--- config.mk ---
export PLATFORM = sky130hd
export DESIGN_NAME = rs_dsp_macc_sequencer_flat
export DESIGN_NICKNAME = d
export VERILOG_FILES = /design/src/rtl/rs_dsp_seq_pkg.sv /design/src/rtl/rs_dsp_macc_sequencer_if.sv /design/src/rtl/rs_dsp_seq_cfg_reg.sv /design/src/rtl/rs_dsp_macc_sequencer.sv /design/src/flat_wrapper.sv
export SDC_FILE = /design/constraint.sdc
export NUM_CORES = 1
export LEC_CHECK = 0
export CORE_ASPECT_RATIO = 2
export CORE_MARGIN = 1.5
export CORE_UTILIZATION = 35
export DETAILED_ROUTE_END_ITERATION = 10
export GPL_TIMING_DRIVEN = 0
export PLACE_DENSITY = 0.86
export SYNTH_ARGS = -nofsm -noshare
export SYNTH_HDL_FRONTEND = slang
export SYNTH_SLANG_ARGS = --single-unit
--- constraint.sdc ---
create_clock -name clk -period 1.9 [get_ports clk]
set_clock_uncertainty 0.2 [all_clocks]
set_input_delay 0.38 -clock clk [delete_from_list [all_inputs] [get_ports clk]]
set_output_delay 0.38 -clock clk [all_outputs]
set_load 0.01 [all_outputs]
--- src/rtl/rs_dsp_seq_pkg.sv ---
// Shared widths, DSP feedback encoding, sequencer states and the per-vector DSP configuration.
package rs_dsp_seq_pkg;

    localparam int unsigned A_W   = 20;
    localparam int unsigned B_W   = 18;
    localparam int unsigned Z_W   = 38;
    localparam int unsigned SHR_W = 6;

    // Feedback select that makes the DSP add the new product into its own accumulator.
    localparam logic [2:0] FB_ACC = 3'b000;

    typedef enum logic [1:0] {
        StIdle,
        StAccum,
        StDrain,
        StHold
    } seq_state_t;

    typedef struct packed {
        logic             unsigned_a;
        logic             unsigned_b;
        logic [SHR_W-1:0] shift_right;
        logic             round;
        logic             saturate;
        logic             subtract;
    } dsp_cfg_t;

endpackage

--- src/rtl/rs_dsp_macc_sequencer_if.sv ---
// Operand beat stream in and dot-product result out, between the vector engine and the sequencer.
interface rs_dsp_macc_sequencer_if #(
    parameter int unsigned MAX_LEN = 1024
) ();
    import rs_dsp_seq_pkg::*;

    localparam int unsigned CNT_W = $clog2(MAX_LEN + 1);

    logic             s_valid;
    logic             s_ready;
    logic [A_W-1:0]   s_a;
    logic [B_W-1:0]   s_b;
    logic             s_last;
    logic             cfg_unsigned_a;
    logic             cfg_unsigned_b;
    logic [SHR_W-1:0] cfg_shift_right;
    logic             cfg_round;
    logic             cfg_saturate;
    logic             cfg_subtract;
    logic             m_valid;
    logic             m_ready;
    logic [Z_W-1:0]   m_z;
    logic [CNT_W-1:0] m_count;
    logic             m_len_err;

    // Engine side: produces beats and consumes results.
    modport master (
        output s_valid, s_a, s_b, s_last,
        output cfg_unsigned_a, cfg_unsigned_b, cfg_shift_right, cfg_round, cfg_saturate,
        output cfg_subtract, m_ready,
        input  s_ready, m_valid, m_z, m_count, m_len_err
    );

    // Sequencer side.
    modport slave (
        input  s_valid, s_a, s_b, s_last,
        input  cfg_unsigned_a, cfg_unsigned_b, cfg_shift_right, cfg_round, cfg_saturate,
        input  cfg_subtract, m_ready,
        output s_ready, m_valid, m_z, m_count, m_len_err
    );

endinterface

--- src/rtl/rs_dsp_seq_cfg_reg.sv ---
// Holds the DSP configuration for the vector in flight; the first beat sees its own cfg at once.
module rs_dsp_seq_cfg_reg
    import rs_dsp_seq_pkg::*;
(
    input  logic     clk,
    input  logic     lreset,
    input  logic     first_beat,
    input  dsp_cfg_t cfg_in,
    output dsp_cfg_t cfg_out
);

    dsp_cfg_t cfg_q;

    // Capture configuration only on the accepted first beat of a vector.
    always_ff @(posedge clk) begin
        if (lreset) begin
            cfg_q <= '0;
        end else if (first_beat) begin
            cfg_q <= cfg_in;
        end
    end

    // The DSP consumes the first product in the same cycle, so bypass the register then.
    assign cfg_out = first_beat ? cfg_in : cfg_q;

endmodule

--- src/rtl/rs_dsp_macc_sequencer.sv ---
// Sequences a MULTIPLY_ACCUMULATE DSP through one dot product per operand vector.
module rs_dsp_macc_sequencer
    import rs_dsp_seq_pkg::*;
#(
    parameter int unsigned ACC_LATENCY = 1,
    parameter int unsigned MAX_LEN     = 1024
) (
    input  logic                   clk,
    input  logic                   lreset,
    rs_dsp_macc_sequencer_if.slave bus,
    output logic [A_W-1:0]         dsp_a,
    output logic [B_W-1:0]         dsp_b,
    output logic                   dsp_load_acc,
    output logic [2:0]             dsp_feedback,
    output logic                   dsp_unsigned_a,
    output logic                   dsp_unsigned_b,
    output logic                   dsp_round,
    output logic                   dsp_saturate,
    output logic                   dsp_subtract,
    output logic [SHR_W-1:0]       dsp_shift_right,
    input  logic [Z_W-1:0]         dsp_z
);

    localparam int unsigned CNT_W   = $clog2(MAX_LEN + 1);
    localparam int unsigned DRAIN_W = 2;

    seq_state_t         state_q;
    logic [CNT_W-1:0]   count_q;
    logic [DRAIN_W-1:0] drain_q;
    logic               m_valid_q;
    logic [Z_W-1:0]     m_z_q;
    logic [CNT_W-1:0]   m_count_q;
    logic               len_err_q;

    logic     s_ready;
    logic     accept;
    logic     first_beat;
    dsp_cfg_t cfg_in;
    dsp_cfg_t cfg_out;

    assign s_ready    = (state_q == StIdle) || (state_q == StAccum);
    assign accept     = bus.s_valid & s_ready;
    assign first_beat = accept & (state_q == StIdle);

    assign cfg_in = '{
        unsigned_a:  bus.cfg_unsigned_a,
        unsigned_b:  bus.cfg_unsigned_b,
        shift_right: bus.cfg_shift_right,
        round:       bus.cfg_round,
        saturate:    bus.cfg_saturate,
        subtract:    bus.cfg_subtract
    };

    rs_dsp_seq_cfg_reg u_cfg_reg (
        .clk        (clk),
        .lreset     (lreset),
        .first_beat (first_beat),
        .cfg_in     (cfg_in),
        .cfg_out    (cfg_out)
    );

    // Beat counting, accumulator drain wait and result capture/handshake.
    always_ff @(posedge clk) begin
        if (lreset) begin
            state_q   <= StIdle;
            count_q   <= '0;
            drain_q   <= '0;
            m_valid_q <= 1'b0;
            m_z_q     <= '0;
            m_count_q <= '0;
            len_err_q <= 1'b0;
        end else begin
            unique case (state_q)
                StIdle: begin
                    if (accept) begin
                        count_q   <= CNT_W'(1);
                        len_err_q <= 1'b0;
                        if (bus.s_last) begin
                            drain_q <= DRAIN_W'(ACC_LATENCY - 1);
                            state_q <= StDrain;
                        end else begin
                            state_q <= StAccum;
                        end
                    end
                end
                StAccum: begin
                    if (accept) begin
                        // Saturate the count; beats past the limit still reach the DSP.
                        if (count_q == CNT_W'(MAX_LEN)) begin
                            len_err_q <= 1'b1;
                        end else begin
                            count_q <= count_q + CNT_W'(1);
                        end
                        if (bus.s_last) begin
                            drain_q <= DRAIN_W'(ACC_LATENCY - 1);
                            state_q <= StDrain;
                        end
                    end
                end
                StDrain: begin
                    if (drain_q == '0) begin
                        m_z_q     <= dsp_z;
                        m_count_q <= count_q;
                        m_valid_q <= 1'b1;
                        state_q   <= StHold;
                    end else begin
                        drain_q <= drain_q - DRAIN_W'(1);
                    end
                end
                StHold: begin
                    if (bus.m_ready) begin
                        m_valid_q <= 1'b0;
                        state_q   <= StIdle;
                    end
                end
                default: state_q <= StIdle;
            endcase
        end
    end

    assign bus.s_ready   = s_ready;
    assign bus.m_valid   = m_valid_q;
    assign bus.m_z       = m_z_q;
    assign bus.m_count   = m_count_q;
    assign bus.m_len_err = len_err_q;

    // Zero operands outside accepted beats so the accumulator holds through gaps.
    assign dsp_a        = accept ? bus.s_a : '0;
    assign dsp_b        = accept ? bus.s_b : '0;
    assign dsp_load_acc = first_beat;
    assign dsp_feedback = FB_ACC;

    assign dsp_unsigned_a  = cfg_out.unsigned_a;
    assign dsp_unsigned_b  = cfg_out.unsigned_b;
    assign dsp_shift_right = cfg_out.shift_right;
    assign dsp_round       = cfg_out.round;
    assign dsp_saturate    = cfg_out.saturate;
    assign dsp_subtract    = cfg_out.subtract;

endmodule

--- src/flat_wrapper.sv ---
// flat-port wrapper written by rule: the top's interface ports become plain ports
module rs_dsp_macc_sequencer_flat import rs_dsp_seq_pkg::*;
#(
    parameter int unsigned ACC_LATENCY = 1,
    parameter int unsigned MAX_LEN     = 1024
)
  (clk, lreset, dsp_a, dsp_b, dsp_load_acc, dsp_feedback, dsp_unsigned_a, dsp_unsigned_b, dsp_round, dsp_saturate, dsp_subtract, dsp_shift_right, dsp_z, bus_s_valid, bus_s_a, bus_s_b, bus_s_last, bus_cfg_unsigned_a, bus_cfg_unsigned_b, bus_cfg_shift_right, bus_cfg_round, bus_cfg_saturate, bus_cfg_subtract, bus_m_ready, bus_s_ready, bus_m_valid, bus_m_z, bus_m_count, bus_m_len_err);
  rs_dsp_macc_sequencer_if #(.MAX_LEN(MAX_LEN)) bus_i ();
  input  logic clk;
  input  logic lreset;
  output logic [A_W-1:0] dsp_a;
  output logic [B_W-1:0] dsp_b;
  output logic dsp_load_acc;
  output logic [2:0] dsp_feedback;
  output logic dsp_unsigned_a;
  output logic dsp_unsigned_b;
  output logic dsp_round;
  output logic dsp_saturate;
  output logic dsp_subtract;
  output logic [SHR_W-1:0] dsp_shift_right;
  input  logic [Z_W-1:0] dsp_z;
  input wire logic [$bits(bus_i.s_valid)-1:0] bus_s_valid;
  input wire logic [$bits(bus_i.s_a)-1:0] bus_s_a;
  input wire logic [$bits(bus_i.s_b)-1:0] bus_s_b;
  input wire logic [$bits(bus_i.s_last)-1:0] bus_s_last;
  input wire logic [$bits(bus_i.cfg_unsigned_a)-1:0] bus_cfg_unsigned_a;
  input wire logic [$bits(bus_i.cfg_unsigned_b)-1:0] bus_cfg_unsigned_b;
  input wire logic [$bits(bus_i.cfg_shift_right)-1:0] bus_cfg_shift_right;
  input wire logic [$bits(bus_i.cfg_round)-1:0] bus_cfg_round;
  input wire logic [$bits(bus_i.cfg_saturate)-1:0] bus_cfg_saturate;
  input wire logic [$bits(bus_i.cfg_subtract)-1:0] bus_cfg_subtract;
  input wire logic [$bits(bus_i.m_ready)-1:0] bus_m_ready;
  output wire logic [$bits(bus_i.s_ready)-1:0] bus_s_ready;
  output wire logic [$bits(bus_i.m_valid)-1:0] bus_m_valid;
  output wire logic [$bits(bus_i.m_z)-1:0] bus_m_z;
  output wire logic [$bits(bus_i.m_count)-1:0] bus_m_count;
  output wire logic [$bits(bus_i.m_len_err)-1:0] bus_m_len_err;
  assign bus_i.s_valid = bus_s_valid;
  assign bus_i.s_a = bus_s_a;
  assign bus_i.s_b = bus_s_b;
  assign bus_i.s_last = bus_s_last;
  assign bus_i.cfg_unsigned_a = bus_cfg_unsigned_a;
  assign bus_i.cfg_unsigned_b = bus_cfg_unsigned_b;
  assign bus_i.cfg_shift_right = bus_cfg_shift_right;
  assign bus_i.cfg_round = bus_cfg_round;
  assign bus_i.cfg_saturate = bus_cfg_saturate;
  assign bus_i.cfg_subtract = bus_cfg_subtract;
  assign bus_i.m_ready = bus_m_ready;
  assign bus_s_ready = bus_i.s_ready;
  assign bus_m_valid = bus_i.m_valid;
  assign bus_m_z = bus_i.m_z;
  assign bus_m_count = bus_i.m_count;
  assign bus_m_len_err = bus_i.m_len_err;
  rs_dsp_macc_sequencer #(.ACC_LATENCY(ACC_LATENCY), .MAX_LEN(MAX_LEN)) u_core (.clk(clk), .lreset(lreset), .bus(bus_i), .dsp_a(dsp_a), .dsp_b(dsp_b), .dsp_load_acc(dsp_load_acc), .dsp_feedback(dsp_feedback), .dsp_unsigned_a(dsp_unsigned_a), .dsp_unsigned_b(dsp_unsigned_b), .dsp_round(dsp_round), .dsp_saturate(dsp_saturate), .dsp_subtract(dsp_subtract), .dsp_shift_right(dsp_shift_right), .dsp_z(dsp_z));
endmodule
==> impl_metrics.tcl, run 1 <==
set metrics [dict create \
    hpwl_um 8670 \
    grt_first_pass_wirelength_um 17400 \
    die_h_um 144 \
    setup_viol 51 \
    nNetsFinal 755 \
    grt_remaining_overflow 0 \
    final.period_utilization_pct 123 \
    post-route-util_pct 65.3 \
    via_per_inst 4.97 \
    syn_area_um2 3500 \
    area_growth_pct 80.9 \
    ir_drop_uv 830 \
    status "finished with violations" \
    drt-total-wl_um 11700 \
    fp.dieW_um 73.7 \
    path_clk_slew_ps 60 \
    hold_viol 0 \
    antenna_left 0 \
    cts_tree "yes" \
    violations "setup timing" \
    crit_path_start_kind "register" \
    syn_inst 433 \
    crit_buf_inv 4 \
    core_area_um2 9700 \
    pwr-share-seq_pct 25.2 \
    period_minus_slack_ps 2330 \
    final-seq-area_um2 1550 \
    ys_types 50 \
    critPathMaxFanout 6 \
    cpMostUsedCell "buf_6" \
    grt_max_degree 20 \
    maxCapViolCount 0 \
    rsz0062_at_grt "yes" \
    synth_warnings 0 \
    critical-path-max-stage-delay_ps 380 \
    synthArstFlopShare_pct 0 \
    gp_congestion 0.866 \
    die-area_um2 10600 \
    drc_errors 0 \
    fin_ws_ps -429 \
    clk_latency_ps 330 \
    synth-main-ff-cell "dfxtp_1" \
    synth_top_area_share_pct 44.0 \
    grt_util_all_layers_pct 21.4 \
    arrival_ps 1750 \
    p_sw_mw 2.82 \
    max_freq_ghz 0.429 \
    p_int_mw 5.39 \
    clkPwrFrac_pct 22.2 \
    end_kind "output port" \
    num_io_pins 197 \
    wl_per_cell_um 14.8 \
    p_comb_share_pct 52.6 \
    ys_seq_area_share_pct 44.0 \
    synth.avg_cell_area_um2 8.08 \
    synth_area_leaders "dfxtp_1 (44%), nand2_1 (12%), a21oi_1 (7.9%)" \
    drtPass1Iterations 4 \
    cts_buffers 9 \
    cts_hold_buf 0 \
    dr_total_vias 3938 \
    synth_top_cells_by_count "nand2_1 (111), dfxtp_1 (77), a21oi_1 (55)" \
    multi_input_area_um2 1930 \
    layout-drive-gt1-share_pct 24.8 \
    cp_cell_sequence "inv_4 > ha_4 > or2_4 > buf_6 > clkbuf_16 > and3_4 > buf_6" \
    grt_pass1_vias 3829 \
    start_util_pct 36.1 \
    powerDensity_nw_per_um2 1300 \
    path_class "register to output port" \
    synth-seq-cells 77 \
    cpLargestDelayFamily "buffers and inverters" \
    fillers 803 \
    cp.required_ps 1320 \
    htreeDepth 3 \
    leakage_nw 2.63 \
    antenna_found_initial 0 \
    setup_tns_ps -18130 \
    synth_edf_count 0 \
    synth_largest_area_cell "dfxtp_1" \
    drt_iter0_markers 158 \
    yosysMostFrequentCell "nand2_1" \
    slowest_stage "dfxtp_4" \
    clock_path_buffers 2 \
    ctsRootBufferMaster "clkbuf_16" \
    maxSlewViolCount 0 \
    min_path_type "register to register" \
    p_sw_share_pct 34.3 \
    num_rows 51 \
    portBuffers 193 \
    diodes 0 \
    clock_sinks 77 \
]
==> power groups by stage <==
stage / registers [mW] / logic [mW] / clock network (mW)
after floorplan: 2.16 / 1.82 / 0
after global placement: 2.08 / 3.39 / 0
after detailed placement: 2.10 / 3.48 / 0
final: 2.07 / 4.31 / 1.82
after CTS: 2.07 / 4.00 / 1.84
after global routing: 2.09 / 4.64 / 1.91
==> flip-flops by register name, indices dropped and copies added, names as in the netlist <==
name and cells:
u_core.bus.m_count 11, u_core.state_q 2, u_core.bus.m_len_err 1, u_core.u_cfg_reg.cfg_q 11, u_core.bus.m_z 38, u_core.bus.m_valid 1, u_core.drain_q 2, u_core.count_q 11
==> routing by layer <==
metal	vias up	global-route usage, %	share of wire, %
li1	1899	-	-
met1	1805	19.7	33
met2	200	40.4	56
met3	34	4.74	6.7
met4	0	13.0	3.9
met5	-	0	0
==> placed cells by master (no fill, tap or decap), types with 15 or more instances in the layout <==
cell and n:
and3_1 24, and3_4 16, nor2b_1 15, buf_6 41, a21oi_1 55, buf_2 24, buf_4 15, dfxtp_1 75
nand2_1 108, clkdlybuf4s50_1 141
==> timing repair <==
action | CTS | global route
endpoints found under the hold margin | 0 | 0
endpoints found under the setup margin | 110 | 96
cloned | 2 | 0
pin swaps | 13 | 4
buffers inserted | 10 | 7
gates resized for setup | 284 | 34
==> final timing paths <==
path	from	endpoint	slack (ps)	cells after the start
hold / removal	u_core.bus.m_z[4]	u_core.bus.m_z[4]	250	2
setup reg to reg	u_core.state_q[0]	u_core.count_q[1]	50	7
setup / recovery	u_core.state_q[0]	dsp_a[6]	-430	7
hold reg to reg	u_core.bus.m_z[4]	u_core.bus.m_z[4]	250	2
==> stage by stage <==
stage | std cells | hold slack, ps | setup WS (ps) | area, µm² | power (mW)
floorplan | 435 | 253 | 2.93 | 3600 | 3.98
global placement | 760 | 241 | -1260 | 5690 | 5.47
detailed placement | 760 | 248 | -1310 | 5690 | 5.58
CTS | 786 | 256 | -455 | 6190 | 7.91
global route | 793 | 271 | -478 | 6330 | 8.64
finish | 793 | 251 | -429 | 6330 | 8.20
==> kinds of logic (layout without fill, tap and decap cells) <==
| kind of cell | count (synthesis) | after routing | share of synthesized area [%] |
|---|---|---|---|
| other | 1 | 3 | 0.107 |
| multiplexers | 17 | 17 | 5.26 |
| adder cells (fa/ha/maj) | 7 | 7 | 2.50 |
| AND/OR/NAND/NOR | 203 | 203 | 28.2 |
| flip-flops | 77 | 77 | 44.0 |
| AO/OA/AOI/OAI | 80 | 80 | 13.3 |
| buffers and inverters | 48 | 274 | 6.58 |
==> cell type report <==
type	instances	share of cell area, %
Buffer	35	4.47
Clock buffer	10	3.62
Clock inverter	6	1.38
Inverter	11	0.771
Multi-Input combinational cell	310	30.5
Sequential cell	77	24.5
Tap cell	132	2.61
Timing Repair Buffer	212	32.2
==> worst register-to-register path, stage by stage, from the launching register on <==
cell and delay, ps:
dfxtp_4 380, inv_4 50, ha_4 170, or2_4 260, buf_4 150, and2_4 170
or3_1 300, o311ai_1 70
Note: power is estimated with default switching activity, not from simulation.
==> run 2: changes to the inputs <==
- CORE_MARGIN: 1.5 -> 2
==> impl_metrics.tcl, run 2 (same netlist as run 1, synthesis figures left out) <==
set metrics [dict create \
    status "finished with violations" \
    violations "setup timing" \
    drc_errors 0 \
    nNetsFinal 753 \
    gp_congestion 0.836 \
    cpLargestDelayFamily "simple AND/OR/NAND/NOR gates" \
    clk_latency_ps 320 \
    end_kind "output port" \
    cpMostUsedCell "buf_6" \
    wl_per_cell_um 14.4 \
    r2r_cells 7 \
    grt_max_degree 20 \
    fin_cells 790 \
    layout_common_cells "clkdlybuf4s50_1 (141), nand2_1 (109), dfxtp_1 (75)" \
    num_rows 51 \
    path_class "register to output port" \
    fp.dieW_um 74.7 \
    cts_hold_buf 0 \
    die-area_um2 10900 \
    core_area_um2 9760 \
    powerDensity_nw_per_um2 1250 \
    clock_sinks 77 \
    crit_path_start_kind "register" \
    grt_pass1_vias 3964 \
    grt_remaining_overflow 0 \
    cp.required_ps 1320 \
    max_freq_ghz 0.430 \
    layout_commonest_cell "clkdlybuf4s50_1" \
    clock_path_buffers 2 \
    dr_total_vias 3862 \
    drtPass1Iterations 4 \
    via_per_inst 4.89 \
    leakage_nw 2.61 \
    antenna_left 0 \
    post-route-util_pct 64.3 \
    final.period_utilization_pct 122 \
    hpwl_um 8670 \
    die_h_um 145 \
    drt_iter0_markers 118 \
    start_util_pct 35.8 \
    p_total_mw 7.88 \
    rsz0062_at_grt "yes" \
    largest_reg_flops 38 \
    crit_buf_inv 4 \
    crit_cells 7 \
    min_path_cells 2 \
    ir_drop_uv 969 \
    num_io_pins 197 \
    drt-total-wl_um 11400 \
    path_clk_slew_ps 60 \
    period_minus_slack_ps 2320 \
    fin_ws_ps -425 \
    layout-drive-gt1-share_pct 24.0 \
    ctsRootBufferMaster "clkbuf_16" \
    place_inst 760 \
    maxCapViolCount 0 \
    pre_cts_ws_ps -1240 \
    maxSlewViolCount 0 \
    min_path_type "register to register" \
    cts_tree "yes" \
    arrival_ps 1740 \
    cts_buffers 9 \
    portBuffers 193 \
    critical-path-max-stage-delay_ps 360 \
    area_growth_pct 79.5 \
    cp_cell_sequence "inv_4 > ha_4 > or2_4 > buf_6 > clkbuf_16 > and3_4 > buf_6" \
    critPathMaxFanout 6 \
    setup_viol 51 \
    grt_util_all_layers_pct 21.1 \
    hold_viol 0 \
    grt_first_pass_wirelength_um 18200 \
    htreeDepth 3 \
    slowest_stage "dfxtp_4" \
    antenna_found_initial 0 \
    diodes 0 \
]
run 2: changes by cell type in the layout (fill, tap and decap cells not counted), sizes merged:
cell / previous run / this run
clkdlybuf4s15: 2 / 1
clkinv: 4 / 2
clkbuf: 30 / 31
bufinv: 2 / 0
clkinvlp: 0 / 1
run 2: worst paths after layout:
kind | from | endpoint | slack, ps
worst max register to register | u_core.state_q[1] | u_core.count_q[1] | 40
worst min register to register | u_core.bus.m_z[1] | u_core.bus.m_z[1] | 250
worst min-delay path | u_core.bus.m_z[1] | u_core.bus.m_z[1] | 250
worst max-delay path | u_core.state_q[1] | dsp_a[2] | -420
run 2: worst register-to-register path, stage by stage (launching register included):
cell	delay (ps)
dfxtp_4	360
inv_4	50
ha_4	170
or2_4	280
buf_4	140
and2_4	170
or3_1	300
o311ai_0	90
run 2: cell type report:
class / instances / area (µm²)
clock buffer: 12 / 256
buffer: 35 / 282
clock inverter: 3 / 21.3
fill: 797 / 3480
multi-input combinational: 310 / 1940
sequential: 77 / 1550
inverter: 11 / 46.3
tap: 132 / 165
timing repair buffer: 210 / 2020
run 2: power breakdown:
group	leakage, nW	switching, mW	internal [mW]
Sequential	0.627	0.160	1.91
Clock	0.135	0.630	0.948
Combinational	1.85	1.93	2.31
run 2: timing repair:
action	CTS	global route
buffers inserted	12	4
endpoints found under the setup margin	110	104
cloned	2	0
pin swaps	10	3
resized for setup	289	26
run 2: layer usage:
metal  up-vias  share of wire [%]  track usage [%]
met5         -                  0                0
met4         0                3.5             9.82
met3        30                6.3             4.57
met2       192                 56             39.4
met1      1742                 34             20.7
li1       1898                  -                -
run 2: per-stage QoR:
stage	setup TNS [ps]	area [µm²]	hold WS, ps
6_report	-16610	6280	253
5_1_grt	-18850	6280	275
4_1_cts	-17590	6190	254
3_5_place_dp	-74970	5690	246
3_3_place_gp	-70520	5690	242
2_1_floorplan	0	3600	253
